`config.mk`:
```
export PLATFORM = sky130hd
export DESIGN_NAME = chrom_eval_sequencer
export DESIGN_NICKNAME = d
export VERILOG_FILES = /design/src/rtl/chrom_eval_sequencer.sv
export SDC_FILE = /design/constraint.sdc
export NUM_CORES = 1
export LEC_CHECK = 0
export CAP_MARGIN = 20
export CORE_MARGIN = 2
export CORE_UTILIZATION = 48
export DETAILED_ROUTE_END_ITERATION = 8
export PLACE_DENSITY = 0.81
export RECOVER_POWER = 50
export SYNTH_ARGS = -nofsm -noshare
export SYNTH_HDL_FRONTEND = slang
export SYNTH_SLANG_ARGS = --single-unit
```
`constraint.sdc`:
```
create_clock -name clk_clk -period 4.1 [get_ports clk_clk]
set_input_delay 1.025 -clock clk_clk [delete_from_list [all_inputs] [get_ports clk_clk]]
set_output_delay 1.025 -clock clk_clk [all_outputs]
set_load 0.02 [all_outputs]
```
`src/rtl/chrom_eval_sequencer.sv`:
```
// Chromosome evaluation sequencer: walks NUM_VECTORS input vectors and counts per-output mismatches.
// Optional DONE watchdog enabled by defining CHROM_EVAL_TIMEOUT_EN.
module chrom_eval_sequencer #(
  parameter int NUM_VECTORS    = 16,
  parameter int SETTLE_CYCLES  = 4,
  parameter int TIMEOUT_CYCLES = 1000000
) (
  input  logic         clk_clk,
  input  logic         reset_reset_n,
  input  logic         start_processing_chrom,
  input  logic         done_processing_feedback,
  output logic         ready_to_process,
  output logic         done_processing_chrom,
  output logic         chrom_load,
  output logic [4:0]   seq_index,
  input  logic [3:0]   circuit_out,
  input  logic [127:0] expected_output,
  output logic [127:0] err_sum,
  output logic         timeout_flag
);

  typedef enum logic [2:0] {IDLE, LOAD, APPLY, SAMPLE, DONE, RELEASE} state_e;

  state_e           state_q, state_d;
  logic [7:0]       cnt_q, cnt_d;
  logic [4:0]       idx_q, idx_d;
  logic [3:0][31:0] err_q, err_d;
  logic [3:0]       exp_nib;
  logic [3:0]       miss;

  // {idx,2'b00} keeps the full 7-bit bit offset (idx*4 would overflow 5 bits)
  assign exp_nib = expected_output[{idx_q, 2'b00} +: 4];
  assign miss    = circuit_out ^ exp_nib;

`ifdef CHROM_EVAL_TIMEOUT_EN
  logic [31:0] wd_q;
  logic        wd_expire;
  logic        tflag_q;
  logic        set_tf, clr_tf;

  assign wd_expire = (state_q == DONE) && (wd_q == 32'(TIMEOUT_CYCLES - 1));

  always_ff @(posedge clk_clk or negedge reset_reset_n) begin
    if (!reset_reset_n) begin
      wd_q    <= '0;
      tflag_q <= 1'b0;
    end else begin
      wd_q <= (state_q == DONE) ? wd_q + 32'd1 : '0;
      if (set_tf)      tflag_q <= 1'b1;
      else if (clr_tf) tflag_q <= 1'b0;
    end
  end

  assign timeout_flag = tflag_q;
`else
  assign timeout_flag = 1'b0;
`endif

  always_ff @(posedge clk_clk or negedge reset_reset_n) begin
    if (!reset_reset_n) begin
      state_q <= IDLE;
      cnt_q   <= '0;
      idx_q   <= '0;
      err_q   <= '0;
    end else begin
      state_q <= state_d;
      cnt_q   <= cnt_d;
      idx_q   <= idx_d;
      err_q   <= err_d;
    end
  end

  always_comb begin
    state_d = state_q;
    cnt_d   = cnt_q;
    idx_d   = idx_q;
    err_d   = err_q;
`ifdef CHROM_EVAL_TIMEOUT_EN
    set_tf  = 1'b0;
    clr_tf  = 1'b0;
`endif
    case (state_q)
      IDLE: begin
        // a start seen while feedback is still high belongs to the previous handshake
        if (start_processing_chrom && !done_processing_feedback) begin
          state_d = LOAD;
          cnt_d   = '0;
          idx_d   = '0;
          err_d   = '0;
`ifdef CHROM_EVAL_TIMEOUT_EN
          clr_tf  = 1'b1;
`endif
        end
      end
      LOAD: begin
        state_d = start_processing_chrom ? APPLY : IDLE;
      end
      APPLY: begin
        if (!start_processing_chrom) begin
          state_d = IDLE;
        end else if (cnt_q == 8'(SETTLE_CYCLES - 1)) begin
          cnt_d   = '0;
          state_d = SAMPLE;
        end else begin
          cnt_d = cnt_q + 8'd1;
        end
      end
      SAMPLE: begin
        if (!start_processing_chrom) begin
          state_d = IDLE;
        end else begin
          for (int i = 0; i < 4; i++) begin
            if (miss[i] && (err_q[i] != 32'hFFFF_FFFF)) err_d[i] = err_q[i] + 32'd1;
          end
          if (idx_q == 5'(NUM_VECTORS - 1)) begin
            state_d = DONE;
          end else begin
            idx_d   = idx_q + 5'd1;
            state_d = APPLY;
          end
        end
      end
      DONE: begin
        if (done_processing_feedback) begin
          state_d = RELEASE;
`ifdef CHROM_EVAL_TIMEOUT_EN
        end else if (wd_expire) begin
          state_d = IDLE;
          set_tf  = 1'b1;
`endif
        end
      end
      RELEASE: begin
        if (!start_processing_chrom && !done_processing_feedback) state_d = IDLE;
      end
      default: state_d = IDLE;
    endcase
  end

  assign ready_to_process      = (state_q == IDLE);
  assign done_processing_chrom = (state_q == DONE);
  assign chrom_load            = (state_q == LOAD);
  assign seq_index             = idx_q;
  assign err_sum               = err_q;

endmodule

```
==> results.rst <==
.. list-table::
   :header-rows: 1

   * - Metric
     - Value
   * - Status
     - finished with violations
   * - Violations in the final reports
     - max-capacitance violations, max-slew violations
   * - GRT Residual Overflow
     - 0
   * - Rows
     - 50
   * - Routed wire length per instance
     - 18.9 um
   * - Total design power
     - about 0.0035 W
   * - Synthesis-to-finish area growth
     - 38.9%
   * - Clock buffer count from CTS
     - 17
   * - Post-synthesis cell type with the largest combined area
     - dfrtp_1
   * - Sequence of cells on the critical path
     - clkdlybuf4s50_1 > mux4_2 > a22o_1 > a211oi_1 > nor2_1 > xnor2_1 > nor3_2 > buf_12 > a41oi_1 > a31oi_1
   * - # hold bufs at CTS
     - 0
   * - Dominant cells by area after synthesis
     - dfrtp_1 40%, o21ai_0 8.8%, mux4_2 5.5%, nor2_1 5.4%, nand2_1 3.7%
   * - Launching instance or port of the critical path
     - expected_output[95]
   * - Post-route DRC violation count
     - 0
   * - Core Area
     - about 0.019 sq mm
   * - WP buf/inv
     - 2
   * - Fraction of final layout cells sized beyond drive strength 1
     - 0.0748
   * - Required time reported for the critical path endpoint
     - approximately 4.4 ns
   * - Max Root-Sink Buffers
     - 2
   * - Area of the die
     - around 0.020 sq mm
   * - Category of the worst setup path capture point
     - register
   * - PD cells
     - roughly 270 mW/mm^2
   * - TNS Setup
     - 0 ns
   * - Flop-to-flop setup slack
     - between 0.5 and 0.6 ns
   * - Area fraction of the dominant cell type after synthesis
     - 0.398
   * - Clk Latency, worst-skew pair
     - about 0.42 ns
   * - Critical path type
     - in -> reg
   * - Vertical extent of the die
     - about 140 um
   * - Post-Place Worst Slack
     - 0.211 ns
   * - Endpoint arrival time on the critical path
     - slightly below 4 ns
   * - CTS clk-pin slew, worst paths
     - ~0.060 ns
   * - Flip-flop cell with the highest count after synthesis
     - dfrtp_1
   * - Final period demand of the worst path
     - 3.57 ns
   * - Root buffer selected by CTS
     - clkbuf_16
   * - Family with the most delay on the worst path
     - compound AO/OA/AOI/OAI gates
   * - Number of iterations in the first detailed-routing pass
     - 6
   * - Share of synthesized registers carrying an async set or reset
     - 1.00
   * - Global-route met2 utilization
     - 0.494
   * - Non-Filler Cell Area, Final
     - 0.0126 sq mm
   * - Yosys Warn Count
     - 0
   * - Avg Synthesized Cell Area
     - 8.61 sq um
   * - Synth Register Bits
     - between 100 and 150
   * - Worst R2R Start
     - seq_index[0]
   * - Cell count of the worst reg-to-reg path
     - 10
   * - Global-route total usage across every layer
     - 0.293
   * - Routed Antenna Nets
     - 0
   * - Number of enable-type register cells in the synthesized netlist
     - 0
   * - Hold Crit Endpoint
     - err_sum[54]
   * - Placement Cell Area
     - ~0.012 sq mm
   * - Number of standard cells after synthesis
     - 1053
   * - Total number of nets in the final design
     - 1453
   * - TritonCTS clock tree
     - yes
   * - Initial antenna violation count
     - 1
   * - Initial core utilization
     - 0.486
   * - Final cycle utilization of the critical path
     - 0.872
   * - Post-Syn Area
     - 0.00906 sq mm
   * - Start point of the worst min-delay path
     - err_sum[54]
   * - Global-route met1 utilization
     - 0.376
   * - WHS Path Cells
     - 1
   * - Final count of hold timing violations
     - 0
   * - Top fanout value on the critical path
     - 22
   * - Total I/O pin count
     - approximately 270
   * - Commonest cells in the netlist
     - 159 x o21ai_0, 144 x dfrtp_1, 130 x nor2_1
   * - Initial detailed-routing violation count
     - 976
   * - Routability congestion estimate from global placement
     - a little under 0.9
   * - Clk_skew
     - 0.00780 ns
   * - Area of the multi-input gates
     - roughly 0.005 sq mm
   * - Post-CTS resize count
     - 0
   * - Transition time at the pin with the least slew margin
     - approximately 1.7 ns
   * - Number of nets in the synthesized netlist
     - ~1200
   * - Global-route layer with the greatest usage
     - met2
   * - Met3 routing resource usage after global routing
     - 0.0503
   * - Via count of the first global-routing pass
     - ~9000
   * - Library cell with the highest instance count after synthesis
     - o21ai_0
   * - Critical Path Slowest Stage Cell
     - xnor2_1
   * - Via-to-Cell Ratio
     - just over 6
   * - Worst setup slack after layout
     - about 0.53 ns
   * - Critical path startpoint category
     - input pin
   * - Sequential fraction of the synthesis area
     - 0.398
   * - Pins over their slew limit
     - between 60 and 70
   * - Max stage delay on crit path
     - 0.49 ns
   * - Port Buffer Count
     - 271
   * - Logic depth of the worst path, buffers included
     - 10
   * - Maximum number of pins on one net before global-route repair
     - 81
   * - Unrepaired setup endpoints after global routing
     - false
   * - Post-synth cell types
     - 63
   * - Static Leakage
     - just over 5 nW
   * - FF+latch area
     - between 0.003 and 0.004 sq mm
   * - Final core occ
     - 0.676
   * - Global-route wire length before repair
     - between 40000 and 50000 um
   * - Horizontal die dimension
     - 141 um
   * - VDD IR-drop max
     - roughly 0.26 mV
   * - CTS H-tree lvls
     - 4
   * - Path type of the worst min-delay path
     - reg -> reg
   * - Top achievable clock speed
     - 280 MHz
   * - Routed vias
     - 9626
   * - Number of buffers inserted to repair setup after CTS
     - 0
   * - # fillers
     - roughly 1500
   * - Tightest slew margin relative to the limit
     - -0.119
   * - Final setup vio count
     - 0
   * - Count of maximum capacitance violations
     - 1
   * - Clock tree sinks
     - roughly 140
   * - HPWL Detailed
     - 21300 um
   * - Wire length after detailed routing
     - around 30000 um
   * - Endpoint of the worst-slack reg-to-reg timing path
     - err_sum[110]
-- cell usage in the layout (no fill, tap or decap), drive strengths merged, types with 12 or more instances in the layout --
cell type,synthesis,layout
buf,26,27
and3,37,37
clkdlybuf4s50,0,210
dfrtp,144,144
nand3,54,54
mux2i,24,24
nor2,131,131
nor3,17,17
a21oi,50,50
o21ai,161,161
nand4,29,29
inv,12,12
mux4,22,22
a31oi,38,38
clkbuf,36,21
dlygate4sd3,0,60
and4,12,12
nand2,90,90
o31ai,36,36
-- metal layers --
layer / share of wire / up-vias / wire length [um]
met2: 0.49 / 472 / 14400
met1: 0.40 / 4587 / 11800
met4: 0.032 / 0 / 959
met3: 0.081 / 71 / 2380
li1: - / 4496 / -
met5: 0 / - / 0
-- sequential cells by signal, summed over array words and instances (netlist names) --
name       cells
err_sum      128
cnt_q          8
seq_index      5
state_q        3
-- logic make-up after synthesis --
logic type	after synthesis	synth area share
AO/OA/AOI/OAI	343	0.229
AND/OR/NAND/NOR	432	0.237
adder cells (fa/ha/maj)	7	0.00966
multiplexers	50	0.0861
XOR/XNOR	2	0.00193
flip-flops	144	0.398
buffers and inverters	74	0.0388
other	1	0.000414
-- report_power, final --
group	leakage (nW)	switching [W]	internal (W)
clock	0.274	0.000618	0.000954
combinational	2.82	0.000217	0.000223
sequential	2.01	0.0000154	0.00143
total	5.10	0.000850	0.00261
-- stage by stage --
step | hold slack, ns | instances
6_report | 0.495 | 1558
3_3_place_gp | 0.471 | 1524
4_1_cts | 0.505 | 1556
2_1_floorplan | 0.445 | 1053
3_5_place_dp | 0.492 | 1524
5_1_grt | 0.528 | 1558
-- worst max-delay path by stage --
stage	endpoint	slack [ns]
after global placement	err_sum[110]	0.23
after floorplan	err_sum[34]	0.97
after global routing	err_sum[110]	0.34
after CTS	err_sum[95]	0.60
after detailed placement	err_sum[110]	0.21
final	err_sum[110]	0.53
-- layout make-up --
type / instances / share of cell area
Clock inverter: 14 / 0.0133
Antenna cell: 1 / 0.000199
Clock buffer: 18 / 0.0341
Inverter: 12 / 0.00358
Timing Repair Buffer: 300 / 0.233
Multi-Input combinational cell: 835 / 0.407
Tap cell: 234 / 0.0232
Sequential cell: 144 / 0.286
(Power assumes the default switching activity.)
